--- config.mk ---
export PLATFORM = sky130hd
export DESIGN_NAME = sad_min_tracker
export DESIGN_NICKNAME = d
export VERILOG_FILES = /design/src/rtl/sad_min_tracker_pkg.sv /design/src/rtl/sad_min_compare.sv /design/src/rtl/sad_min_tracker.sv
export SDC_FILE = /design/constraint.sdc
export NUM_CORES = 1
export LEC_CHECK = 0
export BUFFER_PORTS_ARGS = -buffer_cell sky130_fd_sc_hd__buf_2
export CAP_MARGIN = 20
export CORE_ASPECT_RATIO = 1.2
export CORE_MARGIN = 1.5
export CORE_UTILIZATION = 56
export CTS_CLUSTER_DIAMETER = 40
export DETAILED_ROUTE_END_ITERATION = 8
export GPL_TIMING_DRIVEN = 0
export HOLD_SLACK_MARGIN = 0.1
export PLACE_DENSITY = 0.79
export SLEW_MARGIN = 10
export SYNTH_ARGS = -nofsm -noshare
export SYNTH_HDL_FRONTEND = slang
export SYNTH_SLANG_ARGS = --single-unit
export TNS_END_PERCENT = 10
--- constraint.sdc ---
create_clock -name clk -period 2.1 [get_ports clk]
set_input_delay 0.105 -clock clk [delete_from_list [all_inputs] [get_ports clk]]
set_output_delay 0.105 -clock clk [all_outputs]
set_load 0.02 [all_outputs]
--- src/rtl/sad_min_tracker_pkg.sv ---
// Shared definitions for the SAD minimum tracker and the difference stage feeding it.
// Latency: n/a (types, constants and constant functions only).
// Backpressure: n/a.
package sad_min_tracker_pkg;

  // FSM state encoding
  localparam logic [1:0] ST_IDLE    = 2'd0;
  localparam logic [1:0] ST_ACCUM   = 2'd1;
  localparam logic [1:0] ST_COMPARE = 2'd2;
  localparam logic [1:0] ST_DONE    = 2'd3;

  typedef enum logic [1:0] {
    IDLE    = ST_IDLE,
    ACCUM   = ST_ACCUM,
    COMPARE = ST_COMPARE,
    DONE    = ST_DONE
  } state_t;

  // Ceiling log2; clog2(1) = 0
  function automatic int clog2(input int value);
    int r;
    r = 0;
    while ((1 << r) < value) begin
      r = r + 1;
    end
    return r;
  endfunction

  // SAD width: a full window of maximum differences cannot overflow
  function automatic int sad_width(input int diff_w, input int pix_per_cand);
    return diff_w + clog2(pix_per_cand);
  endfunction

  // Candidate index width, never narrower than one bit
  function automatic int idx_width(input int num_cand);
    return (clog2(num_cand) < 1) ? 1 : clog2(num_cand);
  endfunction

endpackage

--- src/rtl/sad_min_compare.sv ---
// Registered best-SAD / best-index holder with init load and strict-less-than update.
// Latency: best_sad/best_idx reflect an enabled compare one cycle after en.
// Backpressure: none; en is a single-cycle qualifier driven by the owning FSM.
module sad_min_compare
  import sad_min_tracker_pkg::*;
#(
  parameter int SAD_W = 11,
  parameter int IDX_W = 4
) (
  input  logic             clk,
  input  logic             rst,
  input  logic             init,
  input  logic             en,
  input  logic [SAD_W-1:0] sad,
  input  logic [IDX_W-1:0] idx,
  output logic [SAD_W-1:0] best_sad,
  output logic [IDX_W-1:0] best_idx
);

  // Hold the running minimum; ties keep the earlier (already stored) index
  always_ff @(posedge clk) begin
    if (rst) begin
      best_sad <= '0;
      best_idx <= '0;
    end else if (init) begin
      best_sad <= '1;
      best_idx <= '0;
    end else if (en && (sad < best_sad)) begin
      best_sad <= sad;
      best_idx <= idx;
    end
  end

endmodule

--- src/rtl/sad_min_tracker.sv ---
// Accumulates per-pixel absolute differences into per-candidate SADs and tracks the minimum.
// Latency: cand_valid one cycle after a candidate's last pixel, done/best one cycle later.
// Backpressure: in_ready is high only while accumulating; drops for the compare cycle and when idle.
module sad_min_tracker
  import sad_min_tracker_pkg::*;
#(
  parameter  int DIFF_W       = 5,
  parameter  int PIX_PER_CAND = 64,
  parameter  int NUM_CAND     = 16,
  localparam int SAD_W        = sad_width(DIFF_W, PIX_PER_CAND),
  localparam int IDX_W        = idx_width(NUM_CAND)
) (
  input  logic              clk,
  input  logic              rst,
  input  logic              start,
  input  logic              in_valid,
  input  logic [DIFF_W-1:0] diff_in,
  output logic              in_ready,
  output logic              busy,
  output logic              cand_valid,
  output logic [SAD_W-1:0]  cand_sad,
  output logic [IDX_W-1:0]  cand_idx,
  output logic              done,
  output logic [SAD_W-1:0]  best_sad,
  output logic [IDX_W-1:0]  best_idx
);

  localparam int PIX_W = clog2(PIX_PER_CAND);
  localparam logic [PIX_W-1:0] PIX_LAST  = PIX_W'(PIX_PER_CAND - 1);
  localparam logic [IDX_W-1:0] CAND_LAST = IDX_W'(NUM_CAND - 1);

  state_t            state;
  logic [SAD_W-1:0]  acc;
  logic [PIX_W-1:0]  pix_cnt;
  logic [IDX_W-1:0]  cand_cnt;
  logic              xfer;
  logic [SAD_W-1:0]  acc_next;
  logic              best_init;
  logic              best_en;

  assign xfer     = in_valid && in_ready;
  assign acc_next = acc + SAD_W'(diff_in);

  // Strobes and handshakes are pure decodes of the state register
  assign in_ready   = (state == ACCUM);
  assign busy       = (state != IDLE);
  assign cand_valid = (state == COMPARE);
  assign done       = (state == DONE);

  assign best_init = (state == IDLE) && start;
  assign best_en   = (state == COMPARE);

  // Search FSM with accumulator, pixel/candidate counters and held candidate result
  always_ff @(posedge clk) begin
    if (rst) begin
      state    <= IDLE;
      acc      <= '0;
      pix_cnt  <= '0;
      cand_cnt <= '0;
      cand_sad <= '0;
      cand_idx <= '0;
    end else begin
      case (state)
        IDLE: begin
          if (start) begin
            acc      <= '0;
            pix_cnt  <= '0;
            cand_cnt <= '0;
            state    <= ACCUM;
          end
        end
        ACCUM: begin
          if (xfer) begin
            acc <= acc_next;
            if (pix_cnt == PIX_LAST) begin
              pix_cnt  <= '0;
              cand_sad <= acc_next;
              cand_idx <= cand_cnt;
              state    <= COMPARE;
            end else begin
              pix_cnt <= pix_cnt + 1'b1;
            end
          end
        end
        COMPARE: begin
          acc <= '0;
          if (cand_cnt == CAND_LAST) begin
            state <= DONE;
          end else begin
            cand_cnt <= cand_cnt + 1'b1;
            state    <= ACCUM;
          end
        end
        DONE: begin
          state <= IDLE;
        end
        default: begin
          state <= IDLE;
        end
      endcase
    end
  end

  sad_min_compare #(
    .SAD_W (SAD_W),
    .IDX_W (IDX_W)
  ) u_compare (
    .clk      (clk),
    .rst      (rst),
    .init     (best_init),
    .en       (best_en),
    .sad      (acc),
    .idx      (cand_cnt),
    .best_sad (best_sad),
    .best_idx (best_idx)
  );

endmodule
==> results of run 1 <==
[sequential cells by signal, indices dropped and copies added (netlist names)]
name and flops:
state 2, acc 11, cand_sad 11, pix_cnt 6, u_compare.best_sad 11, cand_idx 4, cand_cnt 4, u_compare.best_idx 4
[power groups by stage]
stage                     sequential, mW  combinational, mW  clock, mW
after floorplan                     1.09              0.146          0
after detailed placement            1.07              0.239          0
final                               1.05              0.248      0.564
after global routing                1.05              0.277      0.618
after CTS                           1.05              0.241      0.568
after global placement              1.07              0.233          0
[through the flow]
| stage | instance area (µm²) | setup WS [ps] |
|---|---|---|
| 2_1_floorplan | 2653 | 78.30 |
| 5_1_grt | 3065 | 20.07 |
| 3_3_place_gp | 2935 | 15.64 |
| 3_5_place_dp | 2935 | -22.42 |
| 4_1_cts | 3019 | 4.247 |
| 6_report | 3065 | 85.07 |
[layout make-up]
cell class / instances / area (µm²) / area share, %
multi-input combinational: 221 / 1486 / 48.49
sequential: 53 / 1064 / 34.69
timing repair buffer: 42 / 210.2 / 6.857
buffer: 16 / 102.6 / 3.347
clock buffer: 6 / 72.57 / 2.367
tap: 58 / 72.57 / 2.367
inverter: 13 / 48.80 / 1.592
clock inverter: 1 / 8.758 / 0.2857
[critical path, delay by kind of cell (launching register included)]
| kind | cells | cell delay [ps] |
|---|---|---|
| compound gates | 4 | 900 |
| flops | 1 | 460 |
| fa+ha+maj | 1 | 290 |
| buf+inv | 2 | 270 |
[kinds of logic after synthesis]
group                    synth area share (%)
multiplexers                            2.264
adder cells (fa/ha/maj)                 8.773
buffers and inverters                   5.707
AO/OA/AOI/OAI                           20.38
XOR/XNOR                                4.292
AND/OR/NAND/NOR                         18.59
flip-flops                              40.00
[path summary, 6_finish.rpt]
path | start | to | slack [ps] | depth (start not counted)
worst min-delay path | in_valid | state[0] | 140 | 4
worst max-delay path | acc[9] | u_compare.best_sad[9] | 90 | 7
worst min register to register | cand_sad[0] | cand_sad[0] | 450 | 2
worst max register to register | acc[9] | u_compare.best_sad[9] | 90 | 7
[synthesized netlist by cell type (all sizes together)]
master and count:
nand2 31, o2111ai 1, nand3b 1, a311oi 14, nor4 3, o21bai 3
clkbuf 6, o211a 2, nor2b 3, xor2 5, a221o 1, fa 1
nand3 5, mux2i 6, a211o 2, and2 2, a211oi 9, a21oi 23
o2bb2ai 1, xnor2 8, a41oi 1, a21o 2, o21ai 8, nor3b 1
o211ai 2, nand2b 6, a31oi 1, ha 17, a22oi 5, and3 1
inv 13, nand4 3, buf 10, nor2 42, o21ba 2, and4 3
dfxtp 53, nor3 6
[per-layer routing]
metal  share of wire [%]  vias up  global-route usage, %
met5                   0        -                      0
met4                 1.3        0                  6.667
met3                 3.1        8                  5.158
met2                  52       44                  44.14
met1                  44     1126                  30.71
li1                    -     1178                      -
==> flow_metrics.py, run 1 <==
metrics = {
    "timing": {
        "setup_violations": 0,
        "finalCritPeriodShare_pct": 95.95,
        "final_max_slew_viol_count": 0,
        "max_freq_mhz": 496.3,
        "worst_pin_slew_ps": 572.9,
        "fin_hold_ws_ps": 142.8,
        "final_hold_viol_count": 0,
        "fin_skew_ps": 12.43,
        "rsz0062_at_grt": "false",
        "period_needed_ps": 2015,
        "setup_tns_ps": 0,
        "slew-limit-headroom_pct": 61.81,
    },
    "yosys": {
        "synthCells": 303,
        "synth.area.top_cells": "dfxtp_1, ha_1, nor2_1",
        "ys_seq_area_share_pct": 40.00,
        "yosysTopAreaCellShare_pct": 40.00,
        "synth.distinct_cells": 45,
        "syn_area_mm2": 0.002653,
        "syn_nets": 330,
        "yosys_warnings": 0,
        "ys_seq_elements": 53,
        "syn_avg_cell_area_um2": 8.754,
        "synth_top_cell_by_area": "dfxtp_1",
    },
    "cts": {
        "htreeDepth": 2,
        "cts_tree": "yes",
        "clock-sinks": 53,
        "path_clk_slew_ps": 100,
        "numCtsBuffers": 5,
        "clock_latency_ps": 310,
        "postCtsSetupBuffers": 0,
        "cts-resized-gates": 1,
        "clock-root-buffer": "clkbuf_8",
        "cts_hold_buf": 0,
        "clockBufferDepth": 2,
    },
    "setup_path": {
        "cp_cell_sequence": "ha_1 > o21ai_0 > o211ai_2 > a221o_1 > buf_6 > buf_6 > a311oi_1",
        "crit_fanout": 10,
        "end_kind": "register",
        "critPathLaunchType": "register",
        "cp_slowest_cell": "dfxtp_1",
        "worstPathArrival_ps": 2230,
        "critical_path_class": "reg -> reg",
        "cp.required_ps": 2310,
        "slowest_delay_ps": 460,
        "cpMostUsedCell": "buf_6",
    },
    "finish": {
        "final_util_pct": 67.22,
        "final_net_count": 379,
        "layout_common_cells": "dfxtp_1, buf_2, nor2_1",
        "fillers": 398,
        "final_cell_count_no_fill": 410,
        "mostFrequentLayoutCell": "dfxtp_1",
        "insertedDiodeCount": 0,
        "area_growth_pct": 15.57,
        "drive_above_1_share_pct": 21.59,
    },
    "power": {
        "pwr-share-comb_pct": 13.3,
        "p_switching_mw": 0.5102,
        "power.share.switching_pct": 27.43,
        "p_leak_nw": 1.340,
        "p_int_mw": 1.350,
        "power_mw": 1.860,
        "peakVddDrop_uv": 408.5,
        "power_frac_seq_pct": 56.3,
        "power_density_mw_per_mm2": 606.8,
        "pwr-share-clk_pct": 30.3,
    },
    "die": {
        "initial_core_util_pct": 58.16,
        "die-area_mm2": 0.005160,
        "io_pins": 43,
        "die_h_um": 78.39,
        "rows": 27,
        "die_w_um": 65.83,
        "core_mm2": 0.004561,
    },
    "global_route": {
        "grt_pass1_wl_um": 10200,
        "grt_overflow_total": 0,
        "grt_max_degree": 16,
        "antenna_found_initial": 0,
        "grtUsageTotal_pct": 25.13,
        "grt_pass1_vias": 2256,
    },
    "placed_design": {
        "port_buffers": 42,
        "gp_congestion": 0.7790,
        "dp_hpwl_um": 4425,
        "dpl.cell_count": 403,
    },
    "route": {
        "wl_per_cell_um": 14.53,
        "vias_per_cell": 5.746,
        "drtIter0Drc": 107,
        "ant_nets": 0,
        "dr.pass1.iters": 4,
        "wl_um": 5959,
        "vias": 2356,
        "drc": 0,
    },
    "hold_path": {
        "worstHoldPathType": "in -> reg",
    },
    "job": {
        "maxCapViolCount": 0,
    },
    "run_status": {
        "outcome": "finished, final reports clean",
    },
}
Power figures use the tool's default switching activity.
==> run 2: changes to the inputs <==
--- a/config.mk
+++ b/config.mk
@@ -9,12 +9,12 @@
 export CAP_MARGIN = 20
 export CORE_ASPECT_RATIO = 1.2
 export CORE_MARGIN = 1.5
-export CORE_UTILIZATION = 56
+export CORE_UTILIZATION = 40
 export CTS_CLUSTER_DIAMETER = 40
 export DETAILED_ROUTE_END_ITERATION = 8
 export GPL_TIMING_DRIVEN = 0
 export HOLD_SLACK_MARGIN = 0.1
-export PLACE_DENSITY = 0.79
+export PLACE_DENSITY = 0.6
 export SLEW_MARGIN = 10
 export SYNTH_ARGS = -nofsm -noshare
 export SYNTH_HDL_FRONTEND = slang
==> run 2 against run 1 <==
Via count is 2.8% lower; setup slack got worse by 24 ps; clock power increased by 2%; count of clock-buffer cells in the layout rose by 1; critical path depth did not move; cell count is 6.8% higher; global-route usage fell by 7.3 points.
==> flow_metrics.py, run 2 (same netlist as run 1, synthesis figures left out) <==
metrics = {
    "finish": {
        "insertedDiodeCount": 0,
        "drive_above_1_share_pct": 19.83,
        "final_net_count": 379,
        "layout_common_cells": "dfxtp_1, buf_2, nor2_1",
        "area_growth_pct": 15.61,
        "fillers": 654,
        "fin_area_mm2": 0.003067,
        "top_regs": "acc x11, cand_sad x11, u_compare.best_sad x11",
        "multi_input_area_mm2": 0.001451,
        "mostFrequentLayoutCell": "dfxtp_1",
        "final_cell_count_no_fill": 438,
        "seqCellArea_mm2": 0.001064,
    },
    "setup_path": {
        "cpMostUsedCell": "a211oi_1",
        "crit_fanout": 4,
        "critPathLaunchType": "register",
        "cp_slowest_cell": "fa_2",
        "rrSetupSlack_ps": 60,
        "worstPathArrival_ps": 2270,
        "cp_cell_sequence": "ha_1 > fa_2 > a211oi_1 > o21bai_1 > and4_1 > xnor2_1 > a211oi_1",
        "cp.required_ps": 2330,
        "timing.rr.start": "acc[0]",
        "end_kind": "register",
        "r2r-end": "cand_sad[8]",
        "slowest_delay_ps": 380,
        "reg2reg_depth": 7,
        "critical_path_class": "reg -> reg",
    },
    "timing": {
        "slew-limit-headroom_pct": 62.67,
        "fin_hold_ws_ps": 156.1,
        "setup_violations": 0,
        "final_hold_viol_count": 0,
        "period_needed_ps": 2038,
        "fin_skew_ps": 6.695,
        "final_max_slew_viol_count": 0,
        "finalCritPeriodShare_pct": 97.07,
        "worst_pin_slew_ps": 559.9,
        "max_freq_mhz": 490.6,
        "setup_tns_ps": 0,
        "rsz0062_at_grt": "true",
    },
    "global_route": {
        "grt_max_degree": 16,
        "grt_pass1_vias": 2213,
        "antenna_found_initial": 0,
        "grt_overflow_total": 0,
        "grtUsageTotal_pct": 17.87,
        "grt_pass1_wl_um": 10210,
    },
    "die": {
        "io_pins": 43,
        "initial_core_util_pct": 41.41,
        "rows": 32,
        "die_w_um": 77.34,
        "die-area_mm2": 0.007131,
        "die_h_um": 92.21,
        "core_mm2": 0.006406,
    },
    "route": {
        "dr.pass1.iters": 4,
        "vias_per_cell": 5.226,
        "wl_per_cell_um": 14.07,
        "drc": 0,
        "dr_wl_met2_um": 3026,
        "met1Wirelength_um": 2863,
        "vias": 2289,
        "highest_layer": "met4",
        "wl_um": 6162,
        "ant_nets": 0,
        "drtIter0Drc": 75,
        "wl_met3_um": 202,
    },
    "placed_design": {
        "dpl.cell_count": 430,
        "dpl-instance-area_mm2": 0.002969,
        "dp_hpwl_um": 4620,
        "gp_congestion": 0.8222,
        "port_buffers": 42,
    },
    "cts": {
        "clockBufferDepth": 2,
        "clock_latency_ps": 310,
        "postCtsSetupBuffers": 0,
        "numCtsBuffers": 5,
        "htreeDepth": 2,
        "clock-sinks": 53,
        "cts_tree": "yes",
        "clock-root-buffer": "clkbuf_8",
        "path_clk_slew_ps": 100,
    },
    "hold_path": {
        "worstHoldPathType": "in -> reg",
        "whs_path_depth": 4,
        "holdCritStartpoint": "in_valid",
        "min_to": "state[0]",
    },
    "power": {
        "pwr-share-comb_pct": 13.0,
        "pwr-share-clk_pct": 30.7,
        "p_int_mw": 1.352,
        "power_frac_seq_pct": 56.3,
        "power.share.switching_pct": 27.46,
        "power_density_mw_per_mm2": 607.8,
        "p_switching_mw": 0.5118,
        "p_leak_nw": 1.338,
        "power_mw": 1.864,
        "peakVddDrop_uv": 299.6,
    },
    "run_status": {
        "outcome": "finished, final reports clean",
    },
    "job": {
        "maxCapViolCount": 0,
    },
}
[run 2: cell count changes in the layout (fill, tap and decap cells not counted), sizes merged]
cell      previous run  this run
clkinvlp             0         1
clkinv               1         0
clkbuf              12        13
[run 2: worst max-delay path by stage]
stage / start / endpoint / slack (ps) / depth (start not counted)
6_report: acc[0] / cand_sad[8] / 60 / 7
5_1_grt: acc[0] / cand_sad[8] / -60 / 7
4_1_cts: acc[0] / cand_sad[8] / 9 / 7
3_5_place_dp: acc[0] / cand_sad[8] / -20 / 7
3_3_place_gp: acc[0] / cand_sad[8] / 5 / 7
2_1_floorplan: u_compare.best_sad[8] / u_compare.best_idx[0] / 80 / 9
[run 2: power groups by stage]
| stage | logic (mW) | registers, mW | clock network (mW) |
|---|---|---|---|
| 2_1_floorplan | 0.146 | 1.09 | 0 |
| 3_3_place_gp | 0.239 | 1.07 | 0 |
| 3_5_place_dp | 0.241 | 1.07 | 0 |
| 4_1_cts | 0.242 | 1.05 | 0.591 |
| 5_1_grt | 0.271 | 1.05 | 0.625 |
| 6_report | 0.242 | 1.05 | 0.573 |
[run 2: per-stage QoR]
stage / utilization [%] / setup WS, ps
2_1_floorplan: - / 78.30
3_3_place_gp: 46.35 / 4.752
3_5_place_dp: 46.35 / -22.25
4_1_cts: 47.70 / 8.837
5_1_grt: 47.87 / -64.80
6_report: 47.87 / 61.54
[run 2: worst max-delay path: cells and delay by family (launching register included)]
family / cells / cell delay (ps)
and+or+nand+nor: 1 / 270
AOI/OAI and AO/OA: 3 / 590
DFF: 1 / 350
xor gates and xnor gates: 1 / 140
adders and majority gates: 2 / 610
[run 2: layer usage]
metal | track usage (%) | vias up
met5 | 0 | -
met4 | 5.000 | 0
met3 | 3.284 | 6
met2 | 31.80 | 41
met1 | 21.79 | 1069
li1 | - | 1173
[run 2: cell type report]
type	instances	area share, %
inverter	13	1.591
tap	85	3.468
multi-input combinational	221	47.33
buffer	16	3.346
clock inverter	1	0.2448
timing repair buffer	42	6.854
clock buffer	7	2.489
sequential	53	34.68
[run 2: what timing repair did]
| item | in CTS | in global routing |
|---|---|---|
| hold buffers | 0 | 0 |
| pin swaps | 0 | 2 |
| resized for setup | 1 | 4 |
| endpoints found under the setup margin | 2 | 23 |
